## config.mk

```make
export PLATFORM = sky130hd
export DESIGN_NAME = dc_ipu_box_accumulator
export DESIGN_NICKNAME = d
export VERILOG_FILES = /design/src/rtl/dc_ipu_box_accumulator.sv
export SDC_FILE = /design/constraint.sdc
export NUM_CORES = 1
export LEC_CHECK = 0
export ABC_AREA = 1
export CORE_MARGIN = 3
export CORE_UTILIZATION = 41
export DETAILED_ROUTE_END_ITERATION = 6
export SLEW_MARGIN = 30
export SYNTH_ARGS = -nofsm -noshare
export SYNTH_HDL_FRONTEND = slang
export SYNTH_SLANG_ARGS = --single-unit
```

## constraint.sdc

```tcl
create_clock -name clk -period 2.65 [get_ports clk]
set_input_delay 0.53 -clock clk [delete_from_list [all_inputs] [get_ports clk]]
set_output_delay 0.53 -clock clk [all_outputs]
set_load 0.02 [all_outputs]
```

## src/rtl/dc_ipu_box_accumulator.sv

```systemverilog
// Box accumulator feeding the IPU array divider: sums up to `ratio` pixels per window
// and hands (sum, cnt) downstream over valid/ready. Define DC_IPU_BOX_ACC_ROUND_EN for round-to-nearest bias.
module dc_ipu_box_accumulator #(
  parameter int PIX_WIDTH = 8,
  parameter int CNT_WIDTH = 4,
  localparam int SUM_WIDTH = PIX_WIDTH + CNT_WIDTH
) (
  input  logic                 clk,
  input  logic                 nreset,
  input  logic                 clr,
  input  logic [CNT_WIDTH-1:0] ratio,
  input  logic                 in_valid,
  output logic                 in_ready,
  input  logic [PIX_WIDTH-1:0] pix,
  input  logic                 pix_last,
  output logic                 out_valid,
  input  logic                 out_ready,
  output logic [SUM_WIDTH-1:0] sum,
  output logic [CNT_WIDTH-1:0] cnt,
  output logic                 out_last
);

  // Handshake: a beat transfers on a rising edge where valid & ready are both high;
  // in_ready = !out_valid | out_ready, so a stalled result blocks new pixels.

  logic [SUM_WIDTH-1:0] acc_q, acc_d;
  logic [CNT_WIDTH-1:0] n_q, n_d;
  logic                 out_valid_q, out_valid_d;
  logic [SUM_WIDTH-1:0] sum_q, sum_d;
  logic [CNT_WIDTH-1:0] cnt_q, cnt_d;
  logic                 last_q, last_d;

  logic [CNT_WIDTH-1:0] ratio_eff;
  logic [CNT_WIDTH:0]   n_inc;
  logic [SUM_WIDTH-1:0] sum_raw;
  logic [SUM_WIDTH-1:0] sum_res;
  logic                 in_xfer;
  logic                 out_xfer;
  logic                 win_close;

  assign in_ready  = !out_valid_q || out_ready;
  assign in_xfer   = in_valid && in_ready;
  assign out_xfer  = out_valid_q && out_ready;

  assign ratio_eff = (ratio == '0) ? CNT_WIDTH'(1) : ratio;
  assign n_inc     = {1'b0, n_q} + (CNT_WIDTH+1)'(1);
  // n only grows while n+1 < ratio, so n_inc never exceeds the max window size.
  assign win_close = (n_inc >= {1'b0, ratio_eff}) || pix_last;
  assign sum_raw   = acc_q + SUM_WIDTH'(pix);

`ifdef DC_IPU_BOX_ACC_ROUND_EN
  // Half the divisor added so the divider's truncation becomes round-to-nearest.
  assign sum_res = sum_raw + SUM_WIDTH'(n_inc >> 1);
`else
  assign sum_res = sum_raw;
`endif

  always_comb begin
    acc_d       = acc_q;
    n_d         = n_q;
    out_valid_d = out_valid_q;
    sum_d       = sum_q;
    cnt_d       = cnt_q;
    last_d      = last_q;
    if (clr) begin
      acc_d       = '0;
      n_d         = '0;
      out_valid_d = 1'b0;
    end else begin
      if (out_xfer) out_valid_d = 1'b0;
      if (in_xfer) begin
        if (win_close) begin
          sum_d       = sum_res;
          cnt_d       = n_inc[CNT_WIDTH-1:0];
          last_d      = pix_last;
          out_valid_d = 1'b1;
          acc_d       = '0;
          n_d         = '0;
        end else begin
          acc_d = sum_raw;
          n_d   = n_inc[CNT_WIDTH-1:0];
        end
      end
    end
  end

  always_ff @(posedge clk or negedge nreset) begin
    if (!nreset) begin
      acc_q       <= '0;
      n_q         <= '0;
      out_valid_q <= 1'b0;
      sum_q       <= '0;
      cnt_q       <= '0;
      last_q      <= 1'b0;
    end else begin
      acc_q       <= acc_d;
      n_q         <= n_d;
      out_valid_q <= out_valid_d;
      sum_q       <= sum_d;
      cnt_q       <= cnt_d;
      last_q      <= last_d;
    end
  end

  assign out_valid = out_valid_q;
  assign sum       = sum_q;
  assign cnt       = cnt_q;
  assign out_last  = last_q;

endmodule

```

==> metrics.md, run 1 <==
| Metric | Value |
|---|---|
| Final critical-path required period | `~2200 ps` |
| Fill cells | `just over 500` |
| Layout cell share with drive strength beyond 1 | `6.970%` |
| Drt pass-1 iters | `4` |
| Placed cell count | `approximately 400` |
| RR Startpoint | `n_q[0]` |
| Clock Tree Buf Depth | `2` |
| Drt via density | `4.448` |
| Initial antenna violation count | `0` |
| Antenna Cells | `0` |
| CP dominant cell by count | `nand2_1` |
| 1st-iter DRT viols | `63` |
| Reg clk slew, reported paths | `~80 ps` |
| Slowest-stage cell, CP | `clkdlybuf4s50_1` |
| Setup crit start kind | `input pin` |
| Detail Placement HPWL | `between 3 and 4 mm` |
| Min-Delay Endpoint | `sum[8]` |
| Crit path capture type | `register` |
| Cells after synthesis | `between 200 and 300` |
| Clk Latency, worst-skew pair | `between 200 and 300 ps` |
| Unique cell type count in the Yosys netlist | `24` |
| Routed WL | `around 4.4 mm` |
| Chip width | `slightly below 80 um` |
| Max FO, Critical Path | `17` |
| Period utilization | `84.87%` |
| VDD IR max | `between 0.3 and 0.4 mV` |
| Pwr Density | `512.8 nW/um^2` |
| Worst hold path depth | `2` |
| Layout area overhead | `27.06%` |
| Placer Congestion | `slightly above 0.8` |
| Worst Path Buf+Inv | `3` |
| Starting Density | `43.09%` |
| Total global routing track utilization | `16.90%` |
| Critical Path RT | `roughly 2900 ps` |
| Worst min-delay path class | `reg2reg` |
| Postcts setup bufs | `0` |
| Hold-fix buffers, CTS | `0` |
| Number of global-route vias before repair | `between 1500 and 2000` |
| Die area | `around 6000 um^2` |
| Core Area | `4817 um^2` |
| # IOs | `37` |
| Setup slack after layout | `400.9 ps` |
| Max_slew headroom | `70.55%` |
| Synth area leader | `dfrtp_1` |
| R2r endpoint | `sum[2]` |
| Delay-heaviest family, CP | `simple AND/OR/NAND/NOR gates` |
| Largest net degree at the start of global routing | `35` |
| Worst-margin pin slew | `441.8 ps` |
| Arr. time, crit path | `approximately 2500 ps` |
| Hold WS | `478.9 ps` |
| Static power due to leakage | `between 1 and 1.5 nW` |
| Wire per inst | `between 10 and 15 um` |
| First-pass GRT wire length | `8.107 mm` |
| Antenna viol nets, final | `0` |
| Total grt overflow | `0` |
| Yosys reg bits | `34` |
| Hold path start | `sum[8]` |
| CTS tree | `built` |
| Root buf cell | `clkbuf_8` |
| Die Ht | `slightly below 80 um` |
| Synth warnings | `0` |
| Max_cap viols | `0` |
| Syn nets | `316` |
| H-Tree Depth | `2` |
| Input/output buffers | `36` |
| DRC viols | `0` |
| Run status | `complete, no violations` |
| # rows | `25` |
| Average size of a mapped cell | `~7.3 um^2` |
| Critical path class | `in2reg` |
| Nets | `361` |
| Clock Skews | `~8.1 ps` |
| Register area share after synthesis | `roughly two fifths` |
| R2R setup slack | `about 540 ps` |
| Synth top area share | `roughly two fifths` |
| Num CTS Buffers | `5` |
| Mapped cell area | `approximately 2100 um^2` |
| Max Clk Rate | `approximately 440 MHz` |
| Area contributors post-synth | `dfrtp_1, nand2_1, ha_1` |
| Crit-path cells | `clkdlybuf4s50_1, inv_1, a31o_2, ha_1, inv_1, nand2_1, nand2_1, nand2_1, nand2_1, nand2_1, nand2_2, nand2_1, nand2_2, nand2_1, nand2_1` |
| Hold Vio Cnt, Final | `0` |
| Pwr Total | `0.001352 W` |
| Setup TNS | `0 ps` |
| Worst reg2reg path depth | `10` |
| CTS sink count | `34` |
| Slowest stage delay, CP | `roughly 450 ps` |
| PostCTS Resize Cnt | `0` |
| Endpoints failing setup | `0` |
| Vias | `around 1800` |
| Place WS | `61.73 ps` |
| Non-Filler Instances | `roughly 400` |
| RSZ-0062 raised after global routing | `false` |
| Slew Viols, Final | `0` |
stage by stage:
stage	util [%]	instance area (um^2)
2_1_floorplan	-	2076
3_3_place_gp	52.78	2542
3_5_place_dp	52.78	2542
4_1_cts	54.75	2638
5_1_grt	54.75	2638
6_report	54.75	2638
worst register-to-register path: cells and delay by family, from the launching register on:
| family | cells | cell delay (ps) |
|---|---|---|
| fa+ha+maj | 2 | 530 |
| flops | 1 | 460 |
| xor+xnor | 1 | 270 |
| simple gates | 7 | 790 |
power by group:
| part | switching (W) | total (W) | internal, W |
|---|---|---|---|
| sequential | 0.0000273 | 0.000593 | 0.000566 |
| clock | 0.000206 | 0.000415 | 0.000209 |
| combinational | 0.000188 | 0.000344 | 0.000156 |
| total | 0.000421 | 0.00135 | 0.000932 |
kinds of logic (layout without fill, tap and decap cells):
kind of cell / after synthesis / count (layout) / synth area share (%)
DFF: 34 / 34 / 40.99
and+or+nand+nor: 179 / 179 / 35.38
buffers and inverters: 38 / 84 / 8.016
adders and majority gates: 14 / 14 / 8.801
xor gates and xnor gates: 7 / 7 / 2.954
AOI/OAI and AO/OA: 12 / 12 / 3.858
Yosys cell counts (all sizes together):
master and instances:
a21boi 1, a21o 1, a21oi 4, a31o 1, buf 5, dfrtp 34
fa 1, ha 13, inv 33, nand2 145, nand3 16, nand3b 2
nand4 5, nor2 11, o21ai 5, xnor2 2, xor2 5
layout make-up:
type | instances | area, um^2 | share of cell area (%)
multi-input cells | 212 | 1059 | 40.13
flip-flops and latches | 34 | 850.8 | 32.26
repair buffers | 43 | 425.4 | 16.13
inverters | 33 | 123.9 | 4.696
well taps | 67 | 83.83 | 3.178
clock buffers | 6 | 82.58 | 3.131
clock inverters | 2 | 12.51 | 0.4744
worst max path at each step:
stage	startpoint	to	cells past startpoint
after global routing	ratio[2]	sum[8]	15
after detailed placement	ratio[2]	sum[0]	15
after global placement	ratio[2]	sum[6]	15
after CTS	ratio[2]	sum[2]	15
after floorplan	ratio[2]	cnt[2]	15
final	ratio[2]	sum[2]	15
registers in the layout (all words and copies together) (netlist names):
| signal | count |
|---|---|
| acc_q | 12 |
| sum | 12 |
| cnt | 4 |
| n_q | 4 |
| out_last | 1 |
| out_valid | 1 |
cell usage in the layout, fill, tap and decap left out:
cell type | synthesis | routed
ha_1 | 13 | 13
nand2_2 | 3 | 3
dfrtp_1 | 34 | 34
buf_4 | 2 | 6
clkinvlp_4 | 0 | 1
a31o_2 | 1 | 1
nor2_1 | 10 | 10
nand2_4 | 1 | 1
inv_1 | 32 | 32
fa_1 | 1 | 1
a21boi_1 | 1 | 1
a21oi_1 | 3 | 3
nand3b_1 | 2 | 2
o21ai_0 | 5 | 5
clkbuf_8 | 0 | 6
nand2_1 | 141 | 141
buf_12 | 0 | 1
inv_2 | 1 | 1
a21oi_4 | 1 | 1
clkdlybuf4s50_1 | 0 | 36
nand3_1 | 16 | 16
xnor2_1 | 2 | 2
xor2_1 | 5 | 5
clkinv_2 | 0 | 1
nand4_1 | 5 | 5
nor2_4 | 1 | 1
a21o_1 | 1 | 1
routing by layer:
layer | part of all wire (%) | track usage (%) | vias up
met5 | 0 | 0 | -
met4 | 1.3 | 5.338 | 0
met3 | 3.0 | 3.638 | 6
met2 | 43 | 25.91 | 25
met1 | 53 | 23.73 | 769
li1 | - | - | 966
Power figures use the tool's default switching activity.
==> inputs of run 2 (changes only) <==
==> constraint.sdc (replaced) <==
create_clock -name clk -period 2.2 [get_ports clk]
set_input_delay 0.44 -clock clk [delete_from_list [all_inputs] [get_ports clk]]
set_output_delay 0.44 -clock clk [all_outputs]
set_load 0.02 [all_outputs]
==> run 2 against run 1 <==
First-iteration DRC count rose by 1.6%. Utilization grew 1.8 points. Die area did not move. Flip-flop and latch count unchanged. Non-clock buffer count up 9. Final cell count grew 2.3%. Clock skew shrank 2.9 ps. Total power increased by 27%. Critical path type is now in2out. Critical endpoint is now in_ready.
==> metrics.md, run 2 (synthesis gave the netlist of run 1 again) <==
| Metric | Value |
|---|---|
| Finished Core Util | `56.57% (+1.8 points)` |
| Met1 Wirelength | `2.306 mm (-1.2%)` |
| Critical path class | `in2out` |
| Arr. time, crit path | `1610 ps (-870 ps)` |
| Run status | `complete, no violations` |
| Postcts setup bufs | `0 (unchanged)` |
| Setup slack after layout | `150.6 ps (-250.3 ps)` |
| Crit path capture type | `output port` |
| Pwr Total | `0.001715 W (+27%)` |
| Worst-margin pin slew | `446.3 ps (+4.498 ps)` |
| Hold WS | `471.8 ps (-7.073 ps)` |
| PostCTS Resize Cnt | `0 (unchanged)` |
| Static power due to leakage | `1.514 nW (+3.6%)` |
| Largest net degree at the start of global routing | `35 (unchanged)` |
| Num CTS Buffers | `5 (unchanged)` |
| Die area | `5953 um^2 (unchanged)` |
| Antenna Cells | `0 (unchanged)` |
| Root buf cell | `clkbuf_8` |
| Starting Density | `43.09% (unchanged)` |
| Worst min-delay path class | `reg2reg` |
| DRC viols | `0 (unchanged)` |
| Final critical-path required period | `2049 ps` |
| Layout area overhead | `31.28%` |
| 1st-iter DRT viols | `64 (+1.6%)` |
| Hold Vio Cnt, Final | `0 (unchanged)` |
| Max_cap viols | `0 (unchanged)` |
| Commonest non-fill, non-tap cell in the layout | `nand2_1` |
| First-pass GRT wire length | `8.259 mm (+1.9%)` |
| Drt pass-1 iters | `4 (unchanged)` |
| Number of global-route vias before repair | `1813 (+2.4%)` |
| Routed WL | `4.492 mm (+2.0%)` |
| Die Ht | `77.16 um (unchanged)` |
| # rows | `25 (unchanged)` |
| Setup TNS | `0 ps (unchanged)` |
| Clock Tree Buf Depth | `2 (unchanged)` |
| Slew Viols, Final | `0 (unchanged)` |
| # IOs | `37 (unchanged)` |
| Max FO, Critical Path | `4 (-13)` |
| Layout cell share with drive strength beyond 1 | `9.440% (+2.5 points)` |
| VDD IR max | `0.3417 mV (+9.6%)` |
| Met3 wire len | `146 um (+11%)` |
| Drt via density | `4.510 (+1.4%)` |
| Hold-fix buffers, CTS | `0 (unchanged)` |
| Initial antenna violation count | `0 (unchanged)` |
| Nets | `370 (+2.5%)` |
| Critical Path RT | `1760 ps (-1120 ps)` |
| Max_slew headroom | `70.25% (-0.30 points)` |
| Wire per inst | `11.06 um (-0.31%)` |
| Setup crit start kind | `input pin` |
| Pwr Density | `629.2 nW/um^2 (+23%)` |
| Max Clk Rate | `a little under 500 MHz` |
| R2R setup slack | `260 ps (-280 ps)` |
| Endpoints failing setup | `0 (unchanged)` |
| Clock Skews | `5.196 ps (-2.871 ps)` |
| Highest Signal Layer | `met4` |
| Antenna viol nets, final | `0 (unchanged)` |
| Vias | `1831 (+3.7%)` |
| Period utilization | `93.15%` |
| Input/output buffers | `36 (unchanged)` |
| CTS sink count | `34 (unchanged)` |
| CTS tree | `built` |
| Most frequent cells in the layout | `nand2_1, clkdlybuf4s50_1, dfrtp_1` |
| Core Area | `4817 um^2 (unchanged)` |
| Placer Congestion | `0.8213 (+0.69%)` |
| Place WS | `-233.7 ps (-295.4 ps)` |
| Met2 routed WL | `1.991 mm (+5.9%)` |
| Detail Placement HPWL | `3.411 mm (+2.8%)` |
| RSZ-0062 raised after global routing | `true` |
| Reg clk slew, reported paths | `70 ps (about the same)` |
| Total grt overflow | `0 (unchanged)` |
| Total global routing track utilization | `17.05% (+0.15 points)` |
| Chip width | `77.16 um (unchanged)` |
| Clk Latency, worst-skew pair | `290 ps (about the same)` |
| H-Tree Depth | `2 (unchanged)` |
## run 2: cell types whose count changed in the layout (fill, tap and decap cells not counted), sizes merged
cell	before	now
bufinv	0	1
buf	7	16
clkinv	1	0
## run 2: worst paths after layout
path                       startpoint       end  cells past startpoint
max                         out_ready  in_ready                      4
max in group asynchronous      nreset  acc_q[9]                      2
min                            sum[3]    sum[3]                      2
max reg2reg                    n_q[0]    sum[7]                     11
min reg2reg                    sum[3]    sum[3]                      2
min in group asynchronous      nreset    cnt[1]                      2
## run 2: final cells by class
type                    instances  area [um^2]
clock buffers                   6        72.57
clock inverters                 2        37.54
fillers                       508         2092
inverters                      33        123.9
multi-input cells             212         1064
flip-flops and latches         34        850.8
well taps                      67        83.83
repair buffers                 52        493.0
## run 2: stage by stage
stage | instance area (um^2) | std cells
floorplan | 2076 | 284
global placement | 2610 | 398
detailed placement | 2610 | 398
CTS | 2720 | 406
global route | 2725 | 406
finish | 2725 | 406
## run 2: worst max-delay path, cell delays in order
cell,delay [ps]
clkdlybuf4s50_1,450
inv_1,60
nand2_4,70
clkdlybuf4s50_1,600
## run 2: per-layer routing
| layer | up-vias | GRT usage [%] |
|---|---|---|
| met5 | - | 0 |
| met4 | 0 | 5.338 |
| met3 | 5 | 3.169 |
| met2 | 30 | 25.65 |
| met1 | 812 | 24.70 |
| li1 | 984 | - |
## run 2: report_power, final
group	switching (W)	internal, W
registers	0.0000327	0.000682
logic	0.000230	0.000198
clock network	0.000234	0.000338
total	0.000497	0.00122
